===== src/rtl/mips_pkg.sv =====
// Shared decode constants for the MIPS-style front end: instruction field
// positions, field widths, datapath width defaults and opcodes.
// Latency: n/a (constants only). Backpressure: n/a.
package mips_pkg;

  // Default widths for the datapath, register addresses and the stall counter.
  localparam int DATA_W_DEF = 32;
  localparam int ADDR_W_DEF = 5;
  localparam int CNT_W_DEF  = 16;

  // Field widths.
  localparam int OPCODE_W   = 6;
  localparam int FUNCT_W    = 6;
  localparam int IMM_W      = 16;

  // Field LSB positions within the instruction word.
  localparam int OP_LSB     = 26;
  localparam int RS_LSB     = 21;
  localparam int RT_LSB     = 16;
  localparam int RD_LSB     = 11;
  localparam int FUNCT_LSB  = 0;
  localparam int IMM_LSB    = 0;

  // Load-word opcode.
  localparam logic [OPCODE_W-1:0] OPCODE_LW = 6'h23;

endpackage : mips_pkg


===== src/rtl/operand_bypass.sv =====
// Resolves one source operand: r0 -> 0, else EX/MEM bypass, else WB bypass,
// else register-file value. Latency: combinational. Backpressure: none.
// Ports: addr (operand register), rf_data (RF read value), mem_* / wb_*
// (bypass sources with write enables), data (resolved operand).
module operand_bypass
  import mips_pkg::*;
#(
  parameter int DATA_W = DATA_W_DEF,
  parameter int ADDR_W = ADDR_W_DEF
) (
  input  logic [ADDR_W-1:0] addr,
  input  logic [DATA_W-1:0] rf_data,
  input  logic              mem_wen,
  input  logic [ADDR_W-1:0] mem_waddr,
  input  logic [DATA_W-1:0] mem_wdata,
  input  logic              wb_wen,
  input  logic [ADDR_W-1:0] wb_waddr,
  input  logic [DATA_W-1:0] wb_wdata,
  output logic [DATA_W-1:0] data
);

  logic mem_hit;
  logic wb_hit;

  // A write to r0 never produces a forward, even if its address matches.
  assign mem_hit = mem_wen && (mem_waddr != '0) && (mem_waddr == addr);
  assign wb_hit  = wb_wen  && (wb_waddr  != '0) && (wb_waddr  == addr);

  always_comb begin
    data = rf_data;
    if (addr == '0) begin
      // The register file does not hard-wire r0, so force it here.
      data = '0;
    end else if (mem_hit) begin
      data = mem_wdata;
    end else if (wb_hit) begin
      // The RF write lands at the edge, so a same-cycle read is still stale.
      data = wb_wdata;
    end
  end

endmodule : operand_bypass


===== src/rtl/operand_fetch.sv =====
// Decode/operand-fetch stage: decodes IF/ID, reads and bypasses operands,
// detects load-use hazards and loads the ID/EX register.
// Latency: 1 cycle IF/ID -> ID/EX. Backpressure: stall_out holds IF/ID and
// PC on a load-use hazard while a bubble enters ID/EX; flush overrides stall.
// Ports: if_* (IF/ID input), flush, stall_out, rf_* (RF read ports),
// ex_load/ex_rd (hazard source), mem_*/wb_* (bypass), id_* (ID/EX register),
// stall_count (saturating load-use stall cycle counter).
module operand_fetch
  import mips_pkg::*;
#(
  parameter int DATA_W = DATA_W_DEF,
  parameter int ADDR_W = ADDR_W_DEF,
  parameter int CNT_W  = CNT_W_DEF
) (
  input  logic                clk,
  input  logic                rst,
  // IF/ID
  input  logic                if_valid,
  input  logic [DATA_W-1:0]   if_instr,
  input  logic                flush,
  output logic                stall_out,
  // Register file read ports
  output logic [ADDR_W-1:0]   rf_addr_1,
  output logic [ADDR_W-1:0]   rf_addr_2,
  input  logic [DATA_W-1:0]   rf_data_1,
  input  logic [DATA_W-1:0]   rf_data_2,
  // Hazard source in EX
  input  logic                ex_load,
  input  logic [ADDR_W-1:0]   ex_rd,
  // EX/MEM bypass
  input  logic                mem_wen,
  input  logic [ADDR_W-1:0]   mem_waddr,
  input  logic [DATA_W-1:0]   mem_wdata,
  // Write-back bypass
  input  logic                wb_wen,
  input  logic [ADDR_W-1:0]   wb_waddr,
  input  logic [DATA_W-1:0]   wb_wdata,
  // ID/EX register
  output logic                id_valid,
  output logic [DATA_W-1:0]   id_rs_data,
  output logic [DATA_W-1:0]   id_rt_data,
  output logic [ADDR_W-1:0]   id_rs,
  output logic [ADDR_W-1:0]   id_rt,
  output logic [ADDR_W-1:0]   id_rd,
  output logic [DATA_W-1:0]   id_imm,
  output logic [OPCODE_W-1:0] id_opcode,
  output logic [FUNCT_W-1:0]  id_funct,
  // Statistics
  output logic [CNT_W-1:0]    stall_count
);

  // ------------------------------------------------------------------
  // Decode
  // ------------------------------------------------------------------
  logic [ADDR_W-1:0]   rs;
  logic [ADDR_W-1:0]   rt;
  logic [ADDR_W-1:0]   rd;
  logic [OPCODE_W-1:0] opcode;
  logic [FUNCT_W-1:0]  funct;
  logic [DATA_W-1:0]   imm;

  assign rs     = if_instr[RS_LSB +: ADDR_W];
  assign rt     = if_instr[RT_LSB +: ADDR_W];
  assign rd     = if_instr[RD_LSB +: ADDR_W];
  assign opcode = if_instr[OP_LSB +: OPCODE_W];
  assign funct  = if_instr[FUNCT_LSB +: FUNCT_W];
  assign imm    = {{(DATA_W-IMM_W){if_instr[IMM_LSB+IMM_W-1]}},
                   if_instr[IMM_LSB +: IMM_W]};

  assign rf_addr_1 = rs;
  assign rf_addr_2 = rt;

  // ------------------------------------------------------------------
  // Operand resolution
  // ------------------------------------------------------------------
  logic [DATA_W-1:0] rs_val;
  logic [DATA_W-1:0] rt_val;

  operand_bypass #(
    .DATA_W (DATA_W),
    .ADDR_W (ADDR_W)
  ) u_bypass_rs (
    .addr      (rs),
    .rf_data   (rf_data_1),
    .mem_wen   (mem_wen),
    .mem_waddr (mem_waddr),
    .mem_wdata (mem_wdata),
    .wb_wen    (wb_wen),
    .wb_waddr  (wb_waddr),
    .wb_wdata  (wb_wdata),
    .data      (rs_val)
  );

  operand_bypass #(
    .DATA_W (DATA_W),
    .ADDR_W (ADDR_W)
  ) u_bypass_rt (
    .addr      (rt),
    .rf_data   (rf_data_2),
    .mem_wen   (mem_wen),
    .mem_waddr (mem_waddr),
    .mem_wdata (mem_wdata),
    .wb_wen    (wb_wen),
    .wb_waddr  (wb_waddr),
    .wb_wdata  (wb_wdata),
    .data      (rt_val)
  );

  // ------------------------------------------------------------------
  // Hazard detection
  // ------------------------------------------------------------------
  logic load_use;
  logic capture;

  // The loaded value is not available until after MEM, so any reader of
  // ex_rd must wait one cycle. Not gated by rst: purely combinational.
  assign load_use  = if_valid && ex_load && (ex_rd != '0) &&
                     ((ex_rd == rs) || (ex_rd == rt));
  // A flushed instruction is dead, so holding IF/ID for it is pointless.
  assign stall_out = load_use && !flush;
  assign capture   = if_valid && !stall_out && !flush;

  // ------------------------------------------------------------------
  // ID/EX register and stall counter
  // ------------------------------------------------------------------
  logic                id_valid_q,   id_valid_d;
  logic [DATA_W-1:0]   id_rs_data_q, id_rs_data_d;
  logic [DATA_W-1:0]   id_rt_data_q, id_rt_data_d;
  logic [ADDR_W-1:0]   id_rs_q,      id_rs_d;
  logic [ADDR_W-1:0]   id_rt_q,      id_rt_d;
  logic [ADDR_W-1:0]   id_rd_q,      id_rd_d;
  logic [DATA_W-1:0]   id_imm_q,     id_imm_d;
  logic [OPCODE_W-1:0] id_opcode_q,  id_opcode_d;
  logic [FUNCT_W-1:0]  id_funct_q,   id_funct_d;
  logic [CNT_W-1:0]    stall_count_q, stall_count_d;

  always_comb begin
    // Bubble by default: stall, flush and invalid input all load zeros.
    id_valid_d   = 1'b0;
    id_rs_data_d = '0;
    id_rt_data_d = '0;
    id_rs_d      = '0;
    id_rt_d      = '0;
    id_rd_d      = '0;
    id_imm_d     = '0;
    id_opcode_d  = '0;
    id_funct_d   = '0;
    if (capture) begin
      id_valid_d   = 1'b1;
      id_rs_data_d = rs_val;
      id_rt_data_d = rt_val;
      id_rs_d      = rs;
      id_rt_d      = rt;
      id_rd_d      = rd;
      id_imm_d     = imm;
      id_opcode_d  = opcode;
      id_funct_d   = funct;
    end
  end

  always_comb begin
    stall_count_d = stall_count_q;
    if (stall_out && (stall_count_q != '1)) begin
      stall_count_d = stall_count_q + 1'b1;
    end
  end

  always_ff @(posedge clk or posedge rst) begin
    if (rst) begin
      id_valid_q    <= 1'b0;
      id_rs_data_q  <= '0;
      id_rt_data_q  <= '0;
      id_rs_q       <= '0;
      id_rt_q       <= '0;
      id_rd_q       <= '0;
      id_imm_q      <= '0;
      id_opcode_q   <= '0;
      id_funct_q    <= '0;
      stall_count_q <= '0;
    end else begin
      id_valid_q    <= id_valid_d;
      id_rs_data_q  <= id_rs_data_d;
      id_rt_data_q  <= id_rt_data_d;
      id_rs_q       <= id_rs_d;
      id_rt_q       <= id_rt_d;
      id_rd_q       <= id_rd_d;
      id_imm_q      <= id_imm_d;
      id_opcode_q   <= id_opcode_d;
      id_funct_q    <= id_funct_d;
      stall_count_q <= stall_count_d;
    end
  end

  assign id_valid    = id_valid_q;
  assign id_rs_data  = id_rs_data_q;
  assign id_rt_data  = id_rt_data_q;
  assign id_rs       = id_rs_q;
  assign id_rt       = id_rt_q;
  assign id_rd       = id_rd_q;
  assign id_imm      = id_imm_q;
  assign id_opcode   = id_opcode_q;
  assign id_funct    = id_funct_q;
  assign stall_count = stall_count_q;

endmodule : operand_fetch

===== config.mk =====
export PLATFORM = sky130hd
export DESIGN_NAME = operand_fetch
export DESIGN_NICKNAME = d
export VERILOG_FILES = /design/src/rtl/mips_pkg.sv /design/src/rtl/operand_bypass.sv /design/src/rtl/operand_fetch.sv
export SDC_FILE = /design/constraint.sdc
export NUM_CORES = 1
export LEC_CHECK = 0
export CORE_MARGIN = 4
export CORE_UTILIZATION = 30
export DETAILED_ROUTE_END_ITERATION = 10
export GPL_TIMING_DRIVEN = 1
export PLACE_DENSITY_LB_ADDON = 0.08
export SKIP_LAST_GASP = 1
export SYNTH_ARGS = -nofsm -noshare
export SYNTH_HDL_FRONTEND = slang
export SYNTH_HIERARCHICAL = 1
export SYNTH_SLANG_ARGS = --single-unit

===== constraint.sdc =====
create_clock -name clk -period 11.5 [get_ports clk]
set_input_delay 2.3 -clock clk [delete_from_list [all_inputs] [get_ports clk]]
set_output_delay 2.3 -clock clk [all_outputs]
set_load 0.01 [all_outputs]

==> qor.txt <==
status: complete, no violations
hold_buf cts: 0
Skew-Pair Late Insertion Delay: 400 ps
Root Driver: clkbuf_16
first-pass GRT wire length: 31400 µm
power per cell area: 116 nW/µm²
Largest stage delay, worst path: 740 ps
slowest cell on the critical path: clkdlybuf4s50_1
R2R depth: 6
Fmax: 148 MHz
Crit path top cell by count: clkdlybuf4s50_1
Final Critical Period: 6750 ps
Peak VDD IR: 0.0000962 V
pin count of the biggest net entering global routing: 59
Die X: 151 µm
die area: 22700 µm²
Syn Inst Count: 522
final setup vio count: 0
final hold violation count: 0
drt drc: 0
IO Port Bufs: 332
n_diodes: 0
vias in the first global route: 5477
Final Util: 49.6%
Synth Warn #: 6
WP data required: 9200 ps
Leakage Power: 3.76 nW
Synth Register Bits: 113
remaining antenna violation count after routing: 0
Syn Area/Cell: 11.7 µm²
Synth area leader: dfrtp_1
startpoint type of the worst setup path: primary input
top post-synthesis cells by area: dfrtp_1, mux2i_1, and2_1
CTS tree: done
Worst-path clk slew: 60 ps
hold crit path type: reg -> reg
drt initial violations: 200
Final HPWL DP: 15400 µm
Core ar.: 19700 µm²
top cells by count, synth: dfrtp_1, and2_1, mux2i_1, o2bb2ai_1, buf_4
hold depth: 1
critical path class: in -> out
routed vias: 4976
RR Endpoint: stall_count[1]$_DFFE_PP0P_
post-synth top area share: 46.4%
Vert. Die Dim: 151 µm
worst path arrival time: 4450 ps
DR pass1 iterations: 4
crit path max fanout: 17
Synth cell types: 36
Max Cap Viol: 0
maximum clock insertion buffer count: 2
Overall Global Routing Usage: 18.2%
EDFF count, synth: 0
I/O Pins: 333
GPL Wtd Cong: 0.804
synthesized area: 6100 µm²
postcts setup bufs: 0
clk sinks: 113
initial antenna violation count: 1
Final Skew: 5.20 ps
R2R Setup Slk: 9370 ps
Tcrit/Tclk final: 58.7%
CTS Buf Count: 17
total gr overflow: 0
Cells after DPL: 1054
Post-Layout Cell Count: 1085
Post-synth top flop: dfrtp_1
Initial Util: 30.9%
fillers: 1760
Post-synth ARST share: 100%
DR WL/cell: 19.4 µm
actual slew at the worst max-slew pin: 1170 ps
Worst slew margin: 21.7%
DR vias/cell: 4.59
post-cts resize count: 0
layout cells sized above 1: 6.22%
setup TNS: 0 ps
top-count cell post-synth: dfrtp_1
# H-tree levels: 4
Hold Crit Start: stall_count[15]$_DFFE_PP0P_
final wirelength: 21100 µm
worst slack, placed: 4740 ps
setup ws final: 4750 ps
RSZ-0062 raised after global routing: no
worst r2r src: stall_count[0]$_DFFE_PP0P_
area grow syn2layout: 60.5%
site row count: 51
syn nets: 705
fin nets: 991
CP endpoint kind: primary output
number of max-slew violations in the final report: 0
sequential share of the synthesized area: 46.4%
cells along the critical path: clkdlybuf4s50_1 -> xnor2_1 -> nand3_1 -> o22ai_1 -> buf_4 -> and2_1 -> clkdlybuf4s50_1
WHS Endpoint: stall_count[15]$_DFFE_PP0P_
==> logic make-up (layout without fill, tap and decap cells) <==
logic type	after synthesis	in the layout	share of synthesized area (%)
DFF	113	113	46.4
and+or+nand+nor	157	157	16.1
adders and majority gates	1	1	0.205
muxes	65	65	10.7
xor gates and xnor gates	43	43	6.18
buffers and inverters	71	369	9.87
AOI/OAI and AO/OA	72	72	10.6
==> report_power, final <==
| part | internal [W] | switching (W) |
|---|---|---|
| clock network | 0.000322 | 0.000188 |
| registers | 0.000415 | 0.00000915 |
| logic | 0.000120 | 0.0000816 |
==> cell type report <==
cell class                      count  area, µm²  share of cell area, %
Timing Repair Buffer              335       3350                   34.2
Sequential cell                   113       2830                   28.9
Multi-Input combinational cell    338       2690                   27.4
Clock buffer                       18        439                   4.49
Tap cell                          265        332                   3.39
Clock inverter                     13        140                   1.43
Inverter                            3       13.8                  0.141
==> per-layer routing <==
metal	up-vias	GRT usage, %	wire length (µm)
met5	-	0	13
li1	2368	-	-
met4	2	5.35	398
met1	2377	21.2	8450
met2	198	31.2	10500
met3	31	6.62	1760
==> worst max-delay path: cells and delay by family <==
| kind | cells | cell delay (ps) |
|---|---|---|
| AO/OA/AOI/OAI | 1 | 200 |
| XOR/XNOR | 1 | 180 |
| buffers and inverters | 3 | 1530 |
| AND/OR/NAND/NOR | 2 | 260 |
==> sequential cells by signal, indices dropped and copies added, names as in the netlist <==
signal	cells
id_imm	11
id_valid	1
id_opcode	6
id_rt	5
id_rt_data	32
id_funct	5
id_rs	5
stall_count	16
id_rs_data	32
==> how the worst max path moves through the flow <==
stage	from	to	cells past startpoint
2_1_floorplan	ex_rd[4]	stall_out	5
3_3_place_gp	if_instr[21]	stall_out	7
3_5_place_dp	if_instr[21]	stall_out	7
4_1_cts	if_instr[21]	stall_out	7
5_1_grt	if_instr[21]	stall_out	7
6_report	if_instr[21]	stall_out	7
==> through the flow <==
| stage | cell area (µm²) | power (W) | hold WS, ps |
|---|---|---|---|
| after floorplan | 6100 | 0.000508 | 526 |
| after global placement | 9200 | 0.000632 | 499 |
| after detailed placement | 9200 | 0.000635 | 518 |
| after CTS | 9780 | 0.00115 | 530 |
| after global routing | 9780 | 0.00119 | 542 |
| final | 9780 | 0.00114 | 522 |
==> layout by cell type, fill, tap and decap left out, types with 3 or more instances in the layout <==
cell	instances
and2_1	97
and3_1	4
buf_4	3
clkbuf_16	17
clkdlybuf4s50_1	332
clkinvlp_4	10
dfrtp_1	113
mux2i_1	64
nand2_1	10
nand3_1	11
nand4_1	8
nor2_1	4
nor3_1	3
nor4_1	4
o2bb2ai_1	64
or4_4	3
xnor2_1	29
xor2_1	14
No activity file was read; power rests on OpenSTA's default activity.
